===== src/rtl/lsu_pkg.sv =====
// rtl/lsu_pkg.sv - funct3 codes, FSM states and lane-select helpers for the load/store unit
package lsu_pkg;

  localparam logic [2:0] F3_B  = 3'b000;
  localparam logic [2:0] F3_H  = 3'b001;
  localparam logic [2:0] F3_W  = 3'b010;
  localparam logic [2:0] F3_BU = 3'b100;
  localparam logic [2:0] F3_HU = 3'b101;

  typedef enum logic [2:0] {
    IDLE,
    LOAD,
    RMW_RD,
    WRITE,
    RESP
  } state_t;

  // Pick the addressed byte/half out of a little-endian word and extend it to 32 bits.
  function automatic logic [31:0] load_extend(input logic [2:0] f3,
                                              input logic [1:0] off,
                                              input logic [31:0] word);
    logic [7:0]  b;
    logic [15:0] h;
    logic [31:0] r;
    case (off)
      2'd0:    b = word[7:0];
      2'd1:    b = word[15:8];
      2'd2:    b = word[23:16];
      default: b = word[31:24];
    endcase
    h = off[1] ? word[31:16] : word[15:0];
    case (f3)
      F3_B:    r = {{24{b[7]}}, b};
      F3_BU:   r = {24'h0, b};
      F3_H:    r = {{16{h[15]}}, h};
      F3_HU:   r = {16'h0, h};
      default: r = word;
    endcase
    return r;
  endfunction

  // Replace the addressed lane of a memory word with right-aligned store data.
  function automatic logic [31:0] store_merge(input logic [2:0] f3,
                                              input logic [1:0] off,
                                              input logic [31:0] word,
                                              input logic [31:0] wd);
    logic [31:0] r;
    r = word;
    case (f3)
      F3_B: r[{off, 3'b000} +: 8] = wd[7:0];
      F3_H: begin
        if (off[1]) r[31:16] = wd[15:0];
        else        r[15:0]  = wd[15:0];
      end
      default: r = wd;
    endcase
    return r;
  endfunction

endpackage


===== src/rtl/load_store_unit_if.sv =====
// rtl/load_store_unit_if.sv - request/response and data-memory signals of the load/store unit
interface load_store_unit_if #(
  parameter int DATA_WIDTH = 32,
  parameter int ADDR_WIDTH = 32
);
  logic                  REQ_VALID;
  logic                  REQ_READY;
  logic                  REQ_WE;
  logic [2:0]            REQ_FUNCT3;
  logic [ADDR_WIDTH-1:0] REQ_ADDR;
  logic [DATA_WIDTH-1:0] REQ_WDATA;
  logic                  RESP_VALID;
  logic                  RESP_ERR;
  logic [DATA_WIDTH-1:0] RESP_RDATA;
  logic [ADDR_WIDTH-1:0] MEM_A;
  logic [DATA_WIDTH-1:0] MEM_WD;
  logic                  MEM_WE;
  logic [DATA_WIDTH-1:0] MEM_RD;

  // Core datapath plus data memory side.
  modport master (
    output REQ_VALID, REQ_WE, REQ_FUNCT3, REQ_ADDR, REQ_WDATA, MEM_RD,
    input  REQ_READY, RESP_VALID, RESP_ERR, RESP_RDATA, MEM_A, MEM_WD, MEM_WE
  );

  // Load/store unit side.
  modport slave (
    input  REQ_VALID, REQ_WE, REQ_FUNCT3, REQ_ADDR, REQ_WDATA, MEM_RD,
    output REQ_READY, RESP_VALID, RESP_ERR, RESP_RDATA, MEM_A, MEM_WD, MEM_WE
  );
endinterface


===== src/rtl/lsu_data_align.sv =====
// rtl/lsu_data_align.sv - combinational load extension and store lane merge
module lsu_data_align
  import lsu_pkg::*;
(
  input  logic [2:0]  funct3,
  input  logic [1:0]  offset,
  input  logic [31:0] mem_word,
  input  logic [31:0] store_data,
  output logic [31:0] load_data,
  output logic [31:0] store_word
);

  // Both results are pure lane selects on the current memory word.
  always_comb begin
    load_data  = load_extend(funct3, offset, mem_word);
    store_word = store_merge(funct3, offset, mem_word, store_data);
  end

endmodule


===== src/rtl/load_store_unit.sv =====
// rtl/load_store_unit.sv - single-outstanding RV32I load/store initiator for Data_memory
module load_store_unit
  import lsu_pkg::*;
#(
  parameter int DATA_WIDTH      = 32,
  parameter int ADDR_WIDTH      = 32,
  parameter int DATA_MEM_LENGTH = 64
) (
  input logic              CLK,
  input logic              RST,
  load_store_unit_if.slave bus
);

  localparam logic [ADDR_WIDTH-3:0] MEM_WORDS = (ADDR_WIDTH-2)'(DATA_MEM_LENGTH);

  state_t                state, state_n;
  logic [ADDR_WIDTH-1:0] addr_q;
  logic [DATA_WIDTH-1:0] wdata_q;
  logic [DATA_WIDTH-1:0] merge_q;
  logic [DATA_WIDTH-1:0] rdata_q;
  logic [2:0]            f3_q;
  logic                  err_q;
  logic                  accept;
  logic                  req_err;
  logic [ADDR_WIDTH-1:0] word_addr;
  logic [DATA_WIDTH-1:0] load_data;
  logic [DATA_WIDTH-1:0] store_word;

  assign bus.REQ_READY = (state == IDLE) && !RST;
  assign accept        = bus.REQ_VALID && bus.REQ_READY;
  assign word_addr     = {addr_q[ADDR_WIDTH-1:2], 2'b00};

  lsu_data_align u_align (
    .funct3     (f3_q),
    .offset     (addr_q[1:0]),
    .mem_word   (bus.MEM_RD),
    .store_data (wdata_q),
    .load_data  (load_data),
    .store_word (store_word)
  );

  // Reject illegal encodings, misalignment and out-of-range words before touching memory.
  always_comb begin
    req_err = 1'b0;
    if (bus.REQ_FUNCT3 == 3'b011 || bus.REQ_FUNCT3 == 3'b110 || bus.REQ_FUNCT3 == 3'b111)
      req_err = 1'b1;
    if (bus.REQ_WE && bus.REQ_FUNCT3[2])
      req_err = 1'b1;
    if (bus.REQ_FUNCT3[1:0] == 2'b01 && bus.REQ_ADDR[0])
      req_err = 1'b1;
    if (bus.REQ_FUNCT3 == F3_W && bus.REQ_ADDR[1:0] != 2'b00)
      req_err = 1'b1;
    if (bus.REQ_ADDR[ADDR_WIDTH-1:2] >= MEM_WORDS)
      req_err = 1'b1;
  end

  // State register; reset aborts whatever access is in flight.
  always_ff @(posedge CLK) begin
    if (RST) state <= IDLE;
    else     state <= state_n;
  end

  // Next state and memory/response outputs decoded from the current state.
  always_comb begin
    state_n        = state;
    bus.MEM_A      = '0;
    bus.MEM_WD     = '0;
    bus.MEM_WE     = 1'b0;
    bus.RESP_VALID = 1'b0;
    bus.RESP_ERR   = 1'b0;
    bus.RESP_RDATA = '0;
    case (state)
      IDLE: begin
        if (accept) begin
          if (req_err)                    state_n = RESP;
          else if (!bus.REQ_WE)           state_n = LOAD;
          else if (bus.REQ_FUNCT3 == F3_W) state_n = WRITE;
          else                            state_n = RMW_RD;
        end
      end
      LOAD: begin
        bus.MEM_A = word_addr;
        state_n   = RESP;
      end
      RMW_RD: begin
        bus.MEM_A = word_addr;
        state_n   = WRITE;
      end
      WRITE: begin
        bus.MEM_A  = word_addr;
        bus.MEM_WD = merge_q;
        // A reset landing on the write cycle must not commit the store.
        bus.MEM_WE = !RST;
        state_n    = RESP;
      end
      RESP: begin
        bus.RESP_VALID = 1'b1;
        bus.RESP_ERR   = err_q;
        bus.RESP_RDATA = rdata_q;
        state_n        = IDLE;
      end
      default: state_n = IDLE;
    endcase
  end

  // Request capture, load result and read-modify-write merge registers.
  always_ff @(posedge CLK) begin
    if (RST) begin
      addr_q  <= '0;
      wdata_q <= '0;
      merge_q <= '0;
      rdata_q <= '0;
      f3_q    <= '0;
      err_q   <= 1'b0;
    end else begin
      if (accept) begin
        addr_q  <= bus.REQ_ADDR;
        wdata_q <= bus.REQ_WDATA;
        f3_q    <= bus.REQ_FUNCT3;
        err_q   <= req_err;
        rdata_q <= '0;
        // Full-word stores skip the read, so the write word is the store data itself.
        merge_q <= bus.REQ_WDATA;
      end
      if (state == LOAD)   rdata_q <= load_data;
      if (state == RMW_RD) merge_q <= store_word;
    end
  end

endmodule


===== src/flat_wrapper.sv =====
// flat-port wrapper written by rule: the top's interface ports become plain ports
module load_store_unit_flat import lsu_pkg::*;
#(
  parameter int DATA_WIDTH      = 32,
  parameter int ADDR_WIDTH      = 32,
  parameter int DATA_MEM_LENGTH = 64
)
  (CLK, RST, bus_REQ_VALID, bus_REQ_WE, bus_REQ_FUNCT3, bus_REQ_ADDR, bus_REQ_WDATA, bus_MEM_RD, bus_REQ_READY, bus_RESP_VALID, bus_RESP_ERR, bus_RESP_RDATA, bus_MEM_A, bus_MEM_WD, bus_MEM_WE);
  load_store_unit_if #(.DATA_WIDTH(DATA_WIDTH), .ADDR_WIDTH(ADDR_WIDTH)) bus_i ();
  input logic CLK;
  input logic RST;
  input wire logic [$bits(bus_i.REQ_VALID)-1:0] bus_REQ_VALID;
  input wire logic [$bits(bus_i.REQ_WE)-1:0] bus_REQ_WE;
  input wire logic [$bits(bus_i.REQ_FUNCT3)-1:0] bus_REQ_FUNCT3;
  input wire logic [$bits(bus_i.REQ_ADDR)-1:0] bus_REQ_ADDR;
  input wire logic [$bits(bus_i.REQ_WDATA)-1:0] bus_REQ_WDATA;
  input wire logic [$bits(bus_i.MEM_RD)-1:0] bus_MEM_RD;
  output wire logic [$bits(bus_i.REQ_READY)-1:0] bus_REQ_READY;
  output wire logic [$bits(bus_i.RESP_VALID)-1:0] bus_RESP_VALID;
  output wire logic [$bits(bus_i.RESP_ERR)-1:0] bus_RESP_ERR;
  output wire logic [$bits(bus_i.RESP_RDATA)-1:0] bus_RESP_RDATA;
  output wire logic [$bits(bus_i.MEM_A)-1:0] bus_MEM_A;
  output wire logic [$bits(bus_i.MEM_WD)-1:0] bus_MEM_WD;
  output wire logic [$bits(bus_i.MEM_WE)-1:0] bus_MEM_WE;
  assign bus_i.REQ_VALID = bus_REQ_VALID;
  assign bus_i.REQ_WE = bus_REQ_WE;
  assign bus_i.REQ_FUNCT3 = bus_REQ_FUNCT3;
  assign bus_i.REQ_ADDR = bus_REQ_ADDR;
  assign bus_i.REQ_WDATA = bus_REQ_WDATA;
  assign bus_i.MEM_RD = bus_MEM_RD;
  assign bus_REQ_READY = bus_i.REQ_READY;
  assign bus_RESP_VALID = bus_i.RESP_VALID;
  assign bus_RESP_ERR = bus_i.RESP_ERR;
  assign bus_RESP_RDATA = bus_i.RESP_RDATA;
  assign bus_MEM_A = bus_i.MEM_A;
  assign bus_MEM_WD = bus_i.MEM_WD;
  assign bus_MEM_WE = bus_i.MEM_WE;
  load_store_unit #(.DATA_WIDTH(DATA_WIDTH), .ADDR_WIDTH(ADDR_WIDTH), .DATA_MEM_LENGTH(DATA_MEM_LENGTH)) u_core (.CLK(CLK), .RST(RST), .bus(bus_i));
endmodule

===== config.mk =====
export PLATFORM = sky130hd
export DESIGN_NAME = load_store_unit_flat
export DESIGN_NICKNAME = d
export VERILOG_FILES = /design/src/rtl/lsu_pkg.sv /design/src/rtl/load_store_unit_if.sv /design/src/rtl/lsu_data_align.sv /design/src/rtl/load_store_unit.sv /design/src/flat_wrapper.sv
export SDC_FILE = /design/constraint.sdc
export NUM_CORES = 1
export LEC_CHECK = 0
export BUFFER_PORTS_ARGS = -buffer_cell sky130_fd_sc_hd__buf_4
export CORE_MARGIN = 3
export CORE_UTILIZATION = 45
export CTS_CLUSTER_DIAMETER = 100
export DETAILED_ROUTE_END_ITERATION = 10
export PLACE_DENSITY = 0.7
export SLEW_MARGIN = 20
export SYNTH_ARGS = -nofsm -noshare
export SYNTH_HDL_FRONTEND = slang
export SYNTH_SLANG_ARGS = --single-unit

===== constraint.sdc =====
create_clock -name CLK -period 6 [get_ports CLK]
set_input_delay 0.6 -clock CLK [delete_from_list [all_inputs] [get_ports CLK]]
set_output_delay 0.6 -clock CLK [all_outputs]
set_load 0.02 [all_outputs]

; Word level (Yosys, flattened, before mapping)
; Cells that the tools add are included.
; W data, S select, Z words.
[op_classes]
n_addsub = 1
n_shift = 2
n_lt_le_gt_ge = 1
muxes = 27
n_eq_ne = 15
n_reduce_logical = 16
[op_table]
columns = op, n
row1 = $mux W32, 7
row2 = $pmux W32 S4, 1
row3 = $pmux W32 S2, 1
row4 = $mux W16, 3
row5 = $bwmux W32, 1
row6 = $shift A8 B7 Y32 const A, 1
row7 = $shiftx A8 B7 Y32, 1
row8 = $ge A30 B7 Y1 const B, 1
row9 = $pmux W8 S3, 1
row10 = $eq A3 B3 Y1 const B, 5
row11 = $eq A3 B2 Y1 const B, 4
row12 = $mux W1, 9
row13 = $mux W3, 3
row14 = $pmux W3 S3, 1
row15 = $neg A5 Y7, 1
row16 = $eq A3 B1 Y1 const B, 2
row17 = $logic_not A3 Y1, 2
row18 = $reduce_bool A2 Y1, 3
row19 = $logic_and A1 B1 Y1, 5
row20 = $eq A2 B1 Y1 const B, 2
row21 = $reduce_or A3 Y1, 1
row22 = $eq A2 B2 Y1 const B, 1
row23 = $logic_not A2 Y1, 1
row24 = $logic_or A1 B1 Y1, 2
row25 = other kinds (3), 3
[word_totals]
reg_bits = 135
word_cells = 69

; Longest topological paths before layout
; Gate-level depths: netlist of run 1.
[depth]
depth_word = 11
depth_mapped = 10
mapped_depth_nobuf = 6

; Cells and area by module
; Synthesis of run 1 repeated with hierarchy kept, for this count alone.
[hier_totals]
cells_unflattened = 1011
area_unflattened_um2 = 7648.6
[modules_own_cells]
columns = mod, n_inst, area_per_inst_um2, seq_area_each_um2, cells_each
row1 = load_store_unit, 1, 5542.8, 2702.6, 696
row2 = lsu_data_align, 1, 2105.8, 0.0, 315

; Least setup slack after synthesis of run 1
; OpenSTA, ideal clock, no wires.
[synth_path]
kind = register to register
start = register u_core.addr_q[1]
end = register u_core.merge_q[16]
path_stages_with_launch = 9
setup_time_ns = 0.092
slack_ns = 3.749
arrival_ns = 2.159
path_buffers = 3
synth_period_minus_slack_ns = 2.251
cell_sequence = dfxtp_1 -> buf_2 -> inv_1 -> buf_2 -> ha_1 -> clkbuf_1 -> nor4b_2 -> a221oi_1 -> o32ai_1
[synth_between]
elab_chain_len = 5
[synth_rtl]
columns = item, line_no
row1 = start: declaration, load_store_unit.sv:17  ; logic [ADDR_WIDTH-1:0] addr_q;
row2 = start signal: assignment, load_store_unit.sv:117  ; addr_q <= bus.REQ_ADDR;
row3 = $neg A5 Y7, lsu_pkg.sv:50  ; F3_B: r[{off, 3'b000} +: 8] = wd[7:0];
row4 = $shiftx A8 B7 Y32 / $shift A8 B7 Y32 (equally long branches), lsu_pkg.sv:50
row5 = $bwmux W32, lsu_pkg.sv:50
row6 = $pmux W32 S2 *, lsu_pkg.sv:49  ; case (f3)
row7 = $mux W32 *, load_store_unit.sv:126  ; if (state == RMW_RD) merge_q <= store_word;
row8 = end signal: assignment, load_store_unit.sv:123  ; merge_q <= bus.REQ_WDATA;
row9 = end signal: assignment, load_store_unit.sv:126
row10 = end: declaration, load_store_unit.sv:19  ; logic [DATA_WIDTH-1:0] merge_q;
; Every way passes the cells marked *; elsewhere a longest branch is shown, timed or not.
; A chain may end at the register's enable or synchronous reset.

; Worst setup path after layout of run 1
[layout_path]
start = register u_core.state[1]
end = output bus_MEM_A[13]
[layout_between]
elab_chain_len = 3
[layout_rtl]
columns = item, line_no
row1 = start: declaration, load_store_unit.sv:16  ; state_t state, state_n;
row2 = start signal: assignment, load_store_unit.sv:60  ; else state <= state_n;
row3 = $eq A3 B2 Y1 / $eq A3 B1 Y1 (equally long branches), load_store_unit.sv:72  ; case (state)
row4 = $reduce_or A3 Y1 (no line) *, --
row5 = $mux W32 *, load_store_unit.sv:72
row6 = end: declaration, flat_wrapper.sv:22  ; output wire logic [$bits(bus_i.MEM_A)-1:0] bus_MEM_A;
; Marks and branches as above.

==> results of run 1 <==
[how the worst min path moves through the flow]
stage,slack [ps],endpoint,depth (start not counted),start
after detailed placement,440,u_core.rdata_q[4],1,u_core.rdata_q[4]
after global routing,360,u_core.addr_q[2],3,bus_REQ_ADDR[2]
after floorplan,420,u_core.rdata_q[0],2,u_core.rdata_q[0]
final,370,u_core.addr_q[6],3,bus_REQ_ADDR[6]
after global placement,430,u_core.rdata_q[15],1,u_core.rdata_q[15]
after CTS,360,u_core.addr_q[7],3,bus_REQ_ADDR[7]
[per-layer routing]
| metal | global-route usage (%) | up-vias |
|---|---|---|
| li1 | - | 3588 |
| met4 | 9.66 | 0 |
| met5 | 0 | - |
| met2 | 38.2 | 372 |
| met3 | 6.99 | 48 |
| met1 | 36.7 | 3490 |
[cell usage in the layout, fill, tap and decap left out, types with 24 or more instances in the layout]
cell type  netlist  final
a22o_1          24     24
dfxtp_1        135    135
nand2_1        176    175
nand3_1         47     47
o21ai_0         35     35
and2_1          66     65
a221oi_1        27     27
and3_1          37     37
a21oi_1         83     83
buf_4            8    211
[state kept, by name, indices dropped and copies added (netlist names)]
signal	count
u_core.state	3
u_core.f3_q	3
u_core.rdata_q	32
u_core.wdata_q	32
u_core.addr_q	32
u_core.err_q	1
u_core.merge_q	32
[cell type report]
class / instances / area (um^2) / share of cell area [%]
timing repair buffer: 211 / 1580 / 17.0
sequential: 135 / 2700 / 29.0
clock inverter: 9 / 125 / 1.34
multi-input combinational: 676 / 4110 / 44.0
tap: 211 / 264 / 2.83
inverter: 22 / 82.6 / 0.885
clock buffer: 22 / 464 / 4.97
[power groups by stage]
| stage | combinational, uW | sequential, uW | clock (uW) |
|---|---|---|---|
| final | 339 | 963 | 1060 |
| after global routing | 366 | 967 | 1100 |
| after CTS | 332 | 962 | 1070 |
| after detailed placement | 330 | 981 | 0 |
| after global placement | 328 | 981 | 0 |
| after floorplan | 212 | 972 | 0 |
[worst min-delay path, delay by kind of cell]
family	cells	cell delay, ps
simple gates	2	80
buf+inv	1	80
[metrics by stage]
step | power [uW] | worst slack, ps
floorplan | 1180 | 3750
global placement | 1310 | 2930
detailed placement | 1310 | 2900
CTS | 2360 | 2900
global route | 2440 | 2720
finish | 2360 | 2950
[cells by family after synthesis]
kind of cell | after synthesis | synth area share (%)
mux | 19 | 2.74
fa+ha+maj | 6 | 1.03
simple gates | 383 | 26.7
buf+inv | 105 | 6.97
compound gates | 266 | 25.5
other cells | 1 | 0.0513
flops | 135 | 37.0
==> metrics.txt, run 1 <==
Core Util, Final 60.0%; CTS tree built; Switch Pwr 621 uW; root buffer cell clkbuf_16; Crit. End Element output pin; GR Overflow Total 0; Comb power frac 14.4%; Post-synth EDFFs 0; final wirelength 24.3 mm; Hold Path Class input port to flop; actual slew at the worst max-slew pin 1120 ps; Max Cap Violations 0; Critical Path RT 5400 ps; layout cells sized above 1 24.5%; Inserted Diodes 0; Mapped Area 7310 um^2; minimum clock period 3050 ps; largest net degree at the start of global routing 69; Cells after Synth 915; DR vias 7498; post-CTS sizing 0; ratio of final minimum period to clock period 50.8%; Post-synth top cells nand2_1 (176), dfxtp_1 (135), a21oi_1 (83), and2_1 (66), nand3_1 (47); met2 wire length 10.8 mm; worst flop-to-flop path endpoint u_core.merge_q[17]; Critical path buffers and inverters 2; Vias/cell 5.83; Int Pwr 1740 uW; Clock Tree Buf Depth 2; yosys warns 0; fin nets 1172; IO Pins 203; WHS 365 ps; Initial DRC Count 796; die span in x 133 um; DRC Markers 0; first-pass detailed-route iteration total 6; FP Rows 45; WL/cell 18.9 um; sw frac 26.3%; final design instance area without fill 9330 um^2; Crit path arrival time 2450 ps; clock insertion delay at the later pin of the skew report 420 ps; Yosys top cell area share 37.0%; Critical Path End bus_MEM_A[13]; global-route wire length before repair 37.3 mm; Die H 133 um; RSZ-0062 raised after global routing false; Synth cell types 63; Synth Flop Type dfxtp_1; number of cells on the critical path 5; Pwr per Cell Area 253 nW/um^2; Achievable Freq 328 MHz; RD Place Congestion 0.875; Placed Instances 1255; DP Wirelength 17.1 mm; count leader, synth nand2_1; beginning of the critical path u_core.state[1]; Clk pwr share 44.8%; post-route ant nets 0; syn_area_per_cell 7.99 um^2; CP max FO 34; Leak 0.00410 uW; synth top area cells dfxtp_1 (37%), nand2_1 (9.0%), a21oi_1 (5.7%), and2_1 (5.6%), a221oi_1 (3.2%); reg2reg start u_core.addr_q[1]; IO buf count 200; Filler Cells Inserted 1475; die area 17800 um^2; R2R depth 6; DR WL met3 2.45 mm; postcts setup bufs 0; met1 WL 10.5 mm; startpoint types flop; total CTS buffers 17; Yosys top cell by area dfxtp_1; peak supply drop 0.221 mV; R2R Setup Slk 3010 ps; Initial Util 47.0%; Slowest-stage cell, CP nor2_2; Max-slew headroom 25.3%; WS Path Type flop to output pin; H-tree depth 4; run status finished, final reports clean; dpl cell area 8740 um^2; Hold Vio Cnt, Final 0; vias in the first global route 6834; final-report setup violation count 0; fraction of registers with async set/reset 0%; initial antenna violation count 0; Seq/Total Area, Yosys 37.0%; clk slew on worst S/H paths 60 ps; cts hold-fix bufs 0; clock sink count 135; Core Box Area 15500 um^2; CP cell instances nor2_1, buf_4, nor2_2, and2_1, buf_4; register share of total power 40.8%; Worst path top cell family by delay simple AND/OR/NAND/NOR gates; max layer used met4; CP peak stage delay 730 ps; GRT Util Overall 26.0%; FF+latch count, synth 135; Area Growth Syn to Fin 27.6%; most frequent cell on the critical path buf_4; Slew Limit Fails 0; Non-Filler Instances 1286; clk_skew 7.85 ps; Setup TNS 0 ps
Note: power is estimated with default switching activity, not from simulation.
==> inputs of run 2 (changes only) <==
--- a/config.mk
+++ b/config.mk
@@ -10,7 +10,7 @@
 export CORE_UTILIZATION = 45
 export CTS_CLUSTER_DIAMETER = 100
 export DETAILED_ROUTE_END_ITERATION = 10
-export PLACE_DENSITY = 0.7
+export PLACE_DENSITY = 0.73
 export SLEW_MARGIN = 20
 export SYNTH_ARGS = -nofsm -noshare
 export SYNTH_HDL_FRONTEND = slang
==> constraint.sdc (replaced) <==
create_clock -name CLK -period 2.5 [get_ports CLK]
set_input_delay 0.25 -clock CLK [delete_from_list [all_inputs] [get_ports CLK]]
set_output_delay 0.25 -clock CLK [all_outputs]
set_load 0.02 [all_outputs]
==> run 2 against run 1 <==
Compared with the run above: clock skew is 2.4 ps higher; clock-buffer cell count is 3 higher; critical endpoint is now u_core.merge_q[28]; setup slack worse by 2700 ps; die area stayed put; sequential cell count stayed put.
==> metrics.txt, run 2 (synthesized netlist as in run 1, its figures left out) <==
run status finished, final reports clean; clk_skew 10.3 ps; peak supply drop 0.516 mV; GRT Util Overall 26.6%; R2R depth 6; IO Pins 203; H-tree depth 4; startpoint types flop; largest net degree at the start of global routing 53; Inserted Diodes 0; Filler Cells Inserted 1413; root buffer cell clkbuf_16; final-report setup violation count 0; die area 17800 um^2; Core Box Area 15500 um^2; Setup TNS 0 ps; reg2reg start u_core.addr_q[0]; Hold Vio Cnt, Final 0; R2R Setup Slk 210 ps; ratio of final minimum period to clock period 91.5%; WS Path Type flop to flop; worst flop-to-flop path endpoint u_core.merge_q[28]; commonest non-fill, non-tap cells in the layout buf_4 (232), nand2_1 (175), dfxtp_1 (135); global-route wire length before repair 37.7 mm; Vias/cell 5.87; initial antenna violation count 0; post-CTS sizing 0; die span in x 133 um; fin nets 1195; RD Place Congestion 0.962; WL/cell 19.0 um; postcts setup bufs 0; Core Util, Final 61.0%; Max Cap Violations 0; Clock Tree Buf Depth 2; Crit. End Element flop; Die H 133 um; cts hold-fix bufs 0; actual slew at the worst max-slew pin 1080 ps; clock insertion delay at the later pin of the skew report 430 ps; Max-slew headroom 27.4%; Slew Limit Fails 0; Initial Util 47.0%; Pwr per Cell Area 580 nW/um^2; post-route ant nets 0; Achievable Freq 437 MHz; register area 2700 um^2; vias in the first global route 6967; final wirelength 24.8 mm; clk slew on worst S/H paths 60 ps; Area Growth Syn to Fin 29.6%; Hold Path Class input port to flop; most common cell after layout, fill and taps aside buf_4; CP max FO 12; Critical Path RT 2810 ps; Crit path arrival time 2600 ps; GR Overflow Total 0; Hold EP u_core.addr_q[2]; total CTS buffers 17; Initial DRC Count 945; Power Total 5500 uW; first-pass detailed-route iteration total 5; FP Rows 45; clock sink count 135; Leak 0.00420 uW; IO buf count 200; RSZ-0062 raised after global routing false; CTS tree built; hold path depth 3; minimum clock period 2290 ps; layout cells sized above 1 25.7%; Multi-input gate area 4110 um^2; DR vias 7666; DP Wirelength 18.2 mm; hold_sp bus_REQ_ADDR[2]; DRC Markers 0
run 2: cell count changes in the layout (fill, tap and decap cells not counted), sizes merged:
cell	change
bufinv	-2
clkinv	-1
buf	+23
clkbuf	+3
clkinvlp	-2
run 2: power by group:
| group | switching (uW) | total, uW | internal, uW |
|---|---|---|---|
| Sequential | 73.5 | 2320 | 2250 |
| Combinational | 500 | 842 | 341 |
| Clock | 884 | 2330 | 1450 |
run 2: worst max-delay path by stage:
stage,start,end,depth (start not counted)
detailed placement,u_core.addr_q[0],u_core.rdata_q[28],6
finish,u_core.addr_q[0],u_core.merge_q[28],6
CTS,u_core.state[1],bus_MEM_A[9],6
floorplan,u_core.addr_q[1],u_core.merge_q[16],8
global route,u_core.state[1],bus_MEM_A[9],6
global placement,u_core.addr_q[0],u_core.rdata_q[28],6
run 2: area by class of cell:
| type | count | area share [%] |
|---|---|---|
| clock buffers | 25 | 5.23 |
| multi-input cells | 676 | 43.3 |
| repair buffers | 234 | 18.8 |
| clock inverters | 4 | 0.475 |
| flip-flops and latches | 135 | 28.5 |
| inverters | 22 | 0.871 |
| well taps | 211 | 2.79 |
run 2: critical path, stage by stage, from the launching register on:
cell and delay (ps):
dfxtp_1 480, inv_1 150, ha_1 360, nor4bb_1 500, buf_4 250, a221oi_1 100, o32ai_1 310
run 2: per-layer routing:
layer | wire, um | global-route usage [%] | part of all wire [%] | vias to the layer above
met4 | 501 | 8.40 | 2.0 | 0
met5 | 0 | 0 | 0 | -
met3 | 2470 | 7.74 | 10 | 50
met2 | 11200 | 40.2 | 45 | 410
li1 | - | - | - | 3629
met1 | 10600 | 36.9 | 43 | 3577
run 2: per-stage QoR:
stage / instance area (um^2) / setup slack [ps] / hold WS [ps] / std cells
final: 9480 / 212 / 10.6 / 1307
after global routing: 9480 / 36.5 / 6.92 / 1307
after CTS: 9480 / 205 / 6.87 / 1307
after detailed placement: 8940 / 295 / 436 / 1278
after floorplan: 7310 / 249 / 349 / 916
after global placement: 8940 / 367 / 429 / 1278
